**src/rtl/video_render_buf_if.sv**
```systemverilog
// video_render_buf_if: fetch handshake, render control, font port and pixel output of the renderer.
interface video_render_buf_if #(
   parameter int FETCH_W = 64
);
   logic [FETCH_W-1:0] pic_bits;
   logic               pic_valid;
   logic               pic_ready;
   logic               line_start;
   logic               pix_stb;
   logic               int_start;
   logic [2:0]         mode;
   logic [2:0]         typos;
   logic [3:0]         border;
   logic               underrun_clr;
   logic [10:0]        font_addr;
   logic [7:0]         font_q;
   logic [3:0]         pixels;
   logic               pix_valid;
   logic               underrun;
   modport master (
      output pic_bits, pic_valid, line_start, pix_stb, int_start, mode, typos, border,
             underrun_clr, font_q,
      input  pic_ready, font_addr, pixels, pix_valid, underrun
   );
   modport slave (
      input  pic_bits, pic_valid, line_start, pix_stb, int_start, mode, typos, border,
             underrun_clr, font_q,
      output pic_ready, font_addr, pixels, pix_valid, underrun
   );
endinterface

```
**src/rtl/video_render_buf.sv**
```systemverilog
// video_render_buf: renders fetched video words into 4-bit pixels through a render+shadow buffer pair.
// Define VIDEO_RENDER_OUTREG_EN to add an output register stage on pixels/pix_valid (latency 2).
module video_render_buf #(
   parameter int FETCH_W    = 64,
   parameter int FLASH_BITS = 5
) (
   input logic               clk,
   input logic               rst,
   video_render_buf_if.slave bus
);
   localparam int G  = FETCH_W / 16;
   localparam int IW = $clog2(8 * G);
   localparam logic [IW-1:0] LAST_ATTR = IW'(8 * G - 1);
   localparam logic [IW-1:0] LAST_16C  = IW'(4 * G - 1);

   logic [FETCH_W-1:0]    render_q, render_d, shadow_q, shadow_d;
   logic                  render_full_q, render_full_d, shadow_full_q, shadow_full_d;
   logic [IW-1:0]         idx_q, idx_d, grp_idx;
   logic [2:0]            mode_q, mode_d;
   logic [FLASH_BITS-1:0] flash_q, flash_d;
   logic [3:0]            pix_q, pix_d;
   logic                  pv_q, pv_d, underrun_q, underrun_d;
   logic                  is_16c, is_text, zx_like;
   logic [15:0]           grp;
   logic [7:0]            pixbyte, attr, src, byt;
   logic                  pixbit;
   logic [3:0]            ink, paper, attr_pix, c16_pix, pix_val;
   logic                  accept, stb, draw, last, free;

   always_comb begin
      is_16c   = (mode_q == 3'd1) || (mode_q == 3'd4);
      is_text  = mode_q == 3'd5;
      zx_like  = (mode_q == 3'd0) || (mode_q == 3'd2) || (mode_q >= 3'd6);
      grp_idx  = is_16c ? idx_q >> 2 : idx_q >> 3;
      grp      = 16'(render_q >> {grp_idx, 4'd0});
      pixbyte  = grp[15:8];
      attr     = grp[7:0];
      src      = is_text ? bus.font_q : pixbyte;
      pixbit   = src[~idx_q[2:0]] ^ (zx_like & flash_q[FLASH_BITS-1] & attr[7]);
      ink      = {attr[6], attr[2:0]};
      paper    = {zx_like ? attr[6] : attr[7], attr[5:3]};
      attr_pix = pixbit ? ink : paper;
      byt      = idx_q[1] ? pixbyte : attr;
      c16_pix  = idx_q[0] ? {byt[7], byt[5:3]} : {byt[6], byt[2:0]};
      pix_val  = is_16c ? c16_pix : attr_pix;
   end

   // pic_ready is ~shadow_full_q, so an accept never coincides with a full shadow.
   always_comb begin
      accept        = bus.pic_valid & ~shadow_full_q;
      stb           = bus.pix_stb & ~bus.line_start;
      draw          = stb & render_full_q;
      last          = idx_q == (is_16c ? LAST_16C : LAST_ATTR);
      free          = ~render_full_q | (draw & last);
      render_full_d = bus.line_start ? accept : free ? (shadow_full_q | accept) : 1'b1;
      render_d      = (bus.line_start | (free & ~shadow_full_q)) ? bus.pic_bits :
                      free ? shadow_q : render_q;
      shadow_full_d = ~bus.line_start & ~free & (shadow_full_q | accept);
      shadow_d      = accept ? bus.pic_bits : shadow_q;
      idx_d         = bus.line_start ? '0 : draw ? (last ? '0 : idx_q + IW'(1)) : idx_q;
      mode_d        = bus.line_start ? bus.mode : mode_q;
      flash_d       = flash_q + FLASH_BITS'(bus.int_start);
      pv_d          = stb;
      pix_d         = stb ? (render_full_q ? pix_val : bus.border) : pix_q;
      underrun_d    = (stb & ~render_full_q) | (underrun_q & ~bus.underrun_clr);
   end

   always_ff @(posedge clk) begin
      if (rst) begin
         render_q      <= '0;
         shadow_q      <= '0;
         render_full_q <= 1'b0;
         shadow_full_q <= 1'b0;
         idx_q         <= '0;
         mode_q        <= '0;
         flash_q       <= '0;
         pix_q         <= '0;
         pv_q          <= 1'b0;
         underrun_q    <= 1'b0;
      end else begin
         render_q      <= render_d;
         shadow_q      <= shadow_d;
         render_full_q <= render_full_d;
         shadow_full_q <= shadow_full_d;
         idx_q         <= idx_d;
         mode_q        <= mode_d;
         flash_q       <= flash_d;
         pix_q         <= pix_d;
         pv_q          <= pv_d;
         underrun_q    <= underrun_d;
      end
   end

`ifdef VIDEO_RENDER_OUTREG_EN
   logic [3:0] pix2_q;
   logic       pv2_q;
   always_ff @(posedge clk) begin
      if (rst) begin
         pix2_q <= '0;
         pv2_q  <= 1'b0;
      end else begin
         pix2_q <= pix_q;
         pv2_q  <= pv_q;
      end
   end
   assign bus.pixels    = pix2_q;
   assign bus.pix_valid = pv2_q;
`else
   assign bus.pixels    = pix_q;
   assign bus.pix_valid = pv_q;
`endif

   assign bus.pic_ready = ~shadow_full_q;
   assign bus.underrun  = underrun_q;
   assign bus.font_addr = {bus.typos, pixbyte};
endmodule
```
**src/flat_wrapper.sv**
```systemverilog
// flat-port wrapper written by rule: the top's interface ports become plain ports
module video_render_buf_flat 
#(
   parameter int FETCH_W    = 64,
   parameter int FLASH_BITS = 5
)
  (clk, rst, bus_pic_bits, bus_pic_valid, bus_line_start, bus_pix_stb, bus_int_start, bus_mode, bus_typos, bus_border, bus_underrun_clr, bus_font_q, bus_pic_ready, bus_font_addr, bus_pixels, bus_pix_valid, bus_underrun);
  video_render_buf_if #(.FETCH_W(FETCH_W)) bus_i ();
  input logic clk;
  input logic rst;
  input wire logic [$bits(bus_i.pic_bits)-1:0] bus_pic_bits;
  input wire logic [$bits(bus_i.pic_valid)-1:0] bus_pic_valid;
  input wire logic [$bits(bus_i.line_start)-1:0] bus_line_start;
  input wire logic [$bits(bus_i.pix_stb)-1:0] bus_pix_stb;
  input wire logic [$bits(bus_i.int_start)-1:0] bus_int_start;
  input wire logic [$bits(bus_i.mode)-1:0] bus_mode;
  input wire logic [$bits(bus_i.typos)-1:0] bus_typos;
  input wire logic [$bits(bus_i.border)-1:0] bus_border;
  input wire logic [$bits(bus_i.underrun_clr)-1:0] bus_underrun_clr;
  input wire logic [$bits(bus_i.font_q)-1:0] bus_font_q;
  output wire logic [$bits(bus_i.pic_ready)-1:0] bus_pic_ready;
  output wire logic [$bits(bus_i.font_addr)-1:0] bus_font_addr;
  output wire logic [$bits(bus_i.pixels)-1:0] bus_pixels;
  output wire logic [$bits(bus_i.pix_valid)-1:0] bus_pix_valid;
  output wire logic [$bits(bus_i.underrun)-1:0] bus_underrun;
  assign bus_i.pic_bits = bus_pic_bits;
  assign bus_i.pic_valid = bus_pic_valid;
  assign bus_i.line_start = bus_line_start;
  assign bus_i.pix_stb = bus_pix_stb;
  assign bus_i.int_start = bus_int_start;
  assign bus_i.mode = bus_mode;
  assign bus_i.typos = bus_typos;
  assign bus_i.border = bus_border;
  assign bus_i.underrun_clr = bus_underrun_clr;
  assign bus_i.font_q = bus_font_q;
  assign bus_pic_ready = bus_i.pic_ready;
  assign bus_font_addr = bus_i.font_addr;
  assign bus_pixels = bus_i.pixels;
  assign bus_pix_valid = bus_i.pix_valid;
  assign bus_underrun = bus_i.underrun;
  video_render_buf #(.FETCH_W(FETCH_W), .FLASH_BITS(FLASH_BITS)) u_core (.clk(clk), .rst(rst), .bus(bus_i));
endmodule
```
**config.mk**
```make
export PLATFORM = sky130hd
export DESIGN_NAME = video_render_buf_flat
export DESIGN_NICKNAME = d
export VERILOG_FILES = /design/src/rtl/video_render_buf_if.sv /design/src/rtl/video_render_buf.sv /design/src/flat_wrapper.sv
export SDC_FILE = /design/constraint.sdc
export NUM_CORES = 1
export LEC_CHECK = 0
export CAP_MARGIN = 20
export CORE_ASPECT_RATIO = 0.7
export CORE_MARGIN = 1.5
export CORE_UTILIZATION = 50
export CTS_CLUSTER_DIAMETER = 50
export CTS_CLUSTER_SIZE = 24
export DETAILED_ROUTE_END_ITERATION = 12
export GPL_TIMING_DRIVEN = 0
export PLACE_DENSITY_LB_ADDON = 0.05
export SLEW_MARGIN = 20
export SYNTH_ARGS = -nofsm -noshare
export SYNTH_HDL_FRONTEND = slang
export SYNTH_SLANG_ARGS = --single-unit
```
**constraint.sdc**
```tcl
create_clock -name clk -period 3.8 [get_ports clk]
set_input_delay 1.14 -clock clk [delete_from_list [all_inputs] [get_ports clk]]
set_output_delay 1.14 -clock clk [all_outputs]
set_load 0.03 [all_outputs]
```
# Word-level counts from Yosys, hierarchy flattened
# Cells that the tools add are included.
# word_totals
register_bits,149
in_bits,89
out_inout_bits,18
elab_cells,64
# classes
addsub,2
magnitude_cmp,2
n_eq_ne,5
n_shift,1
n_mux,16
n_bitwise,22
n_reduce_logical,6
# op_table
operator,count
64-bit 2-to-1 mux,2
64-bit by 9-bit >> shifter with 16-bit output,1
4-bit 2-to-1 mux,4
8-bit 2-to-1 mux,2
1-bit bitwise AND,11
5-bit 2-to-1 mux,2
3-bit == test (second input constant),2
5-bit by 1-bit adder with 5-bit output,1
5-bit by 1-bit adder with 5-bit output (second input constant),1
5-bit == test,1
1-bit inverter,5
3-bit by 4-bit < comparator with 1-bit output (second input constant),1
1-bit 2-to-1 mux,4
1-bit OR,4
1-bit binary-select mux with 3-bit select,1
3-bit by 1-bit == test with 1-bit output (second input constant),1
3-bit by 2-bit == test with 1-bit output (second input constant),1
3-bit >= comparator (second input constant),1
3-bit zero test,1
1-bit logical OR,3
3-bit 2-to-1 mux,1
3-bit inverter,1
2-bit nonzero test,1
2-bit OR reduction,1
1-bit bitwise XOR,1

# Longest topological paths before layout
# depth
ltp_word,11
mapped_depth,16
mapped_depth_nobuf,13

# Worst setup path after synthesis
# No wires, ideal clock.
# synth_path
path_type,flip-flop to flip-flop
start,reg u_core.mode_q[2]
end,reg u_core.pix_q[2] (netlist: u_core.bus.pixels[2])
setup_ns,0.088
arrival_time_ns,3.478
required_ns,3.712
setup_slack_ns,0.234
path_stages_with_launch,16
n_path_buf,3
synth_period_minus_slack_ns,3.566
path_cell_list,dfxtp_1 > buf_4 > xor2_2 > nand2_1 > buf_2 > clkinv_1 > ha_1 > clkbuf_1 > clkinv_1 > o211a_1 > a311o_1 > nor4_2 > o211ai_2 > xnor2_2 > mux2_2 > a311oi_2
# synth_between
elab_chain_len,11
word_cells_on_any_way,22
cone_classes,order compare (1); eq/ne (4); shift (1); mux (9); bitwise (3); reduce/logical (4)
# synth_lines
item,line_no,source
start: declaration,video_render_buf.sv:19,"logic [2:0] mode_q, mode_d;"
start signal: assignment,video_render_buf.sv:86,mode_q <= mode_d;
3-bit by 1-bit == test with 1-bit output / 3-bit == test (equally long branches),video_render_buf.sv:31,is_16c = (mode_q == 3'd1) || (mode_q == 3'd4);
1-bit logical OR,video_render_buf.sv:31,
3-bit 2-to-1 mux,video_render_buf.sv:34,grp_idx = is_16c ? idx_q >> 2 : idx_q >> 3;
64-bit by 9-bit >> shifter with 16-bit output,video_render_buf.sv:35,"grp = 16'(render_q >> {grp_idx, 4'd0});"
8-bit 2-to-1 mux,video_render_buf.sv:38,src = is_text ? bus.font_q : pixbyte;
1-bit binary-select mux with 3-bit select,video_render_buf.sv:39,pixbit = src[~idx_q[2:0]] ^ (zx_like & flash_q[FLASH_BITS-1] & attr[7]);
1-bit 2-to-1 mux (not written as such),video_render_buf.sv:39,
1-bit bitwise XOR,video_render_buf.sv:39,
4-bit 2-to-1 mux,video_render_buf.sv:42,attr_pix = pixbit ? ink : paper;
4-bit 2-to-1 mux *,video_render_buf.sv:45,pix_val = is_16c ? c16_pix : attr_pix;
4-bit 2-to-1 mux *,video_render_buf.sv:64,pix_d = stb ? (render_full_q ? pix_val : bus.border) : pix_q;
end signal: assignment,video_render_buf.sv:88,pix_q <= pix_d;
end: declaration,video_render_buf.sv:21,"logic [3:0] pix_q, pix_d;"
# Mark *: on every way between the ends. The rest lies on a longest branch, timed or not. The select of a mux whose other input is x is not followed.
# A chain may end at the register's enable or synchronous reset.

# Worst setup path after layout
# layout_path
start,reg u_core.mode_q[0]
end,out bus_font_addr[0]
# layout_between
elab_chain_len,4
word_cells_on_any_way,5
cone_classes,eq/ne (2); shift (1); mux (1); reduce/logical (1)
# layout_lines
item,line_no,source
3-bit by 1-bit == test with 1-bit output / 3-bit == test (equally long branches),video_render_buf.sv:31,
1-bit logical OR *,video_render_buf.sv:31,
3-bit 2-to-1 mux *,video_render_buf.sv:34,
64-bit by 9-bit >> shifter with 16-bit output *,video_render_buf.sv:35,
end: declaration,flat_wrapper.sv:22,output wire logic [$bits(bus_i.font_addr)-1:0] bus_font_addr;
# Mark *: on every way between the ends. The rest lies on a longest branch, timed or not.

==> results.txt <==
P_int = 2.79 mW
Area Growth Syn to Fin = 27.3%
Final HPWL DP = 16500 um
antenna viol nets, final = 0
top cell type's share of synthesized area = 40.3%
Via density = 5.74
Synth async-reset ratio = 0%
Die Ht = 105 um
Final min period = 3.72 ns
max-slew violations = 0
cts bufs inserted = 17
final wirelength = 22400 um
syn_nets = 963
Die Area = 15600 um2
Die W = 148 um
Worst Path Required = 2.66 ns
crit path launch type = register
initial antenna violation count = 0
Core Util, Final = 66.4%
switching pwr = 1.12 mW
top cells by count, synth = nand2_1, dfxtp_1, nor2_1, a21oi_1, mux2i_1
largest net degree at the start of global routing = 17
H-tree depth = 4
clock-pin slew of the registers on the worst-case setup and hold paths = 0.06 ns
CTS tree = done
synth top area cells = dfxtp_1, mux2i_1, nand2_1
area post-placement = 8660 um2
max incr delay on CP = 0.32 ns
Post-Layout Inst Area = 9430 um2
Post-synth EDFFs = 0
share of total power in combinational logic = 14.4%
Min Hold Slack = 0.451 ns
Max Freq = 0.269 GHz
synthesized flop and latch total = 149
initial DRC count = 565
Max Cap Viol = 0
vias in the first global route = 6255
Final Hold Vio Count = 0
Worst Path Buf+Inv = 5
Worst Path Max Fanout = 10
buffer depth of the longest clock path = 2
DR WL/cell = 18.6 um
crit end category = output pin
PwrDens = 415 nW/um2
Post-Syn Area = 7410 um2
final setup skew = 0.00972 ns
Slew @ Worst Pin = 0.820 ns
post-synthesis sequential area ratio = 40.3%
status = complete, no violations
placed insts = 1162
TritonRoute pass-1 iters = 6
worst setup path category = register to output pin
input/output buffers = 102
Synth cell types = 58
Cell Rows = 36
Root Buffer = clkbuf_16
Worst VDD drop = 0.310 mV
Slew headroom = 45.3%
Core Box Area = 14200 um2
sequential power share = 44.7%
final setup vio count = 0
aggregate global-route resource usage = 29.1%
Syn Area/Cell = 8.51 um2
grt total ovfl = 0
Mapped Cells = 870
clock share of power = 40.9%
fin nets = 1095
clk_lat worst skew = 0.43 ns
first-pass GRT wire length = 34600 um
Lkg Pwr = 4.00 nW
share of post-route cells with drive strength above 1 = 10.7%
switch share = 28.6%
largest area contributor in the netlist = dfxtp_1
Pwr Total = 3.91 mW
RD Place Congestion = 0.941
top-count cell post-synth = nand2_1
critical path cell sequence = buf_6, xor2_4, buf_6, nand3_2, nand2_4, buf_6, mux4_2, nand2_1, inv_1, clkdlybuf4s15_2
Tightest Hold Check Type = register to register
Initial Util = 52.2%
final std cells w/o fill = 1205
Arr. time, crit path = 2.58 ns
Synth warnings = 0
via count = 6922
fillers = 1246
Slowest cell on crit path = dfxtp_1
dpl ws = -0.764 ns
DRC Markers = 0
top_reg_cell synth = dfxtp_1
clk sinks = 149
Worst path most repeated cell = buf_6
I/O pin count = 107
fin worst setup slack = 0.0768 ns
ant diodes = 0
Final period util = 98.0%
Crit path max-delay family = buffers and inverters
setup_tns = 0 ns
[power by group through the flow]
stage               clock network [mW]  registers [mW]  logic [mW]
global route                      1.68            1.75       0.611
CTS                               1.60            1.74       0.553
detailed placement                   0            1.77       0.537
floorplan                            0            1.74       0.314
global placement                     0            1.77       0.534
finish                            1.60            1.75       0.563
[path summary, 6_finish.rpt]
path / start / slack [ns] / depth (start not counted) / end
min reg2reg: u_core.shadow_q[9] / 0.45 / 2 / u_core.shadow_q[9]
max: u_core.mode_q[0] / 0.08 / 10 / bus_font_addr[0]
min: u_core.shadow_q[9] / 0.45 / 2 / u_core.shadow_q[9]
max reg2reg: u_core.mode_q[0] / 0.14 / 14 / u_core.bus.pixels[2]
[cell type report]
class | instances | area (um2) | share of cell area [%]
clock buffers | 19 | 443 | 4.70
inverters | 9 | 43.8 | 0.465
plain buffers | 74 | 360 | 3.82
flip-flops and latches | 149 | 2980 | 31.6
well taps | 190 | 238 | 2.52
repair buffers | 114 | 1090 | 11.6
multi-input cells | 637 | 4150 | 44.0
clock inverters | 13 | 115 | 1.22
[layout by cell type, fill, tap and decap left out, drive strengths merged, types with 4 or more instances in the layout]
master         instances
nand2                168
dfxtp                149
nor2                  99
clkdlybuf4s50         94
a21oi                 87
mux2i                 71
a211oi                70
clkbuf                70
buf                   38
mux4                  19
o21ai                 15
nand3                 14
inv                   14
nor3b                  8
nand2b                 7
clkinv                 6
a311oi                 6
xnor2                  6
and3                   5
mux2                   5
nor2b                  5
o211a                  5
and2                   4
o211ai                 4
xor2                   4
ha                     4
[layer usage]
layer | vias up | global-route usage [%] | share of wire, %
li1 | 3340 | - | -
met1 | 3243 | 44.1 | 47
met2 | 298 | 40.5 | 41
met3 | 39 | 7.25 | 9.9
met4 | 2 | 7.64 | 1.7
met5 | - | 2.67 | 0.22
[worst reg2reg max path, stage by stage, from the launching register on]
cell,delay [ns]
dfxtp_1,0.32
buf_6,0.17
xor2_4,0.28
nand2_4,0.11
buf_4,0.21
clkinv_4,0.11
ha_4,0.22
clkinv_4,0.12
o211a_1,0.12
a311o_1,0.32
nor4_2,0.39
o211ai_2,0.29
xnor2_2,0.32
mux2_2,0.39
a311oi_2,0.22
[cells by family (layout without fill, tap and decap cells)]
family / after synthesis / after routing / share of synthesized area (%)
multiplexers: 95 / 95 / 16.2
adder cells (fa/ha/maj): 4 / 4 / 0.676
buffers and inverters: 84 / 229 / 4.76
AO/OA/AOI/OAI: 209 / 209 / 18.6
AND/OR/NAND/NOR: 319 / 319 / 18.1
XOR/XNOR: 10 / 10 / 1.49
flip-flops: 149 / 149 / 40.3
[flip-flops by register name, indices dropped and copies added (netlist names)]
signal	count
u_core.bus.pixels	4
u_core.idx_q	5
u_core.mode_q	3
u_core.render_full_q	1
u_core.bus.underrun	1
u_core.bus.pix_valid	1
u_core.shadow_q	64
u_core.shadow_full_q	1
u_core.flash_q	5
u_core.render_q	64
[timing repair]
action / in CTS / in global routing
hold buffers: 0 / 0
hold endpoints to repair: 0 / 0
gates resized for setup: 47 / 17
setup buffers: 6 / 6
endpoints found under the setup margin: 12 / 7
pin swaps: 4 / 5
Power figures use the tool's default switching activity.
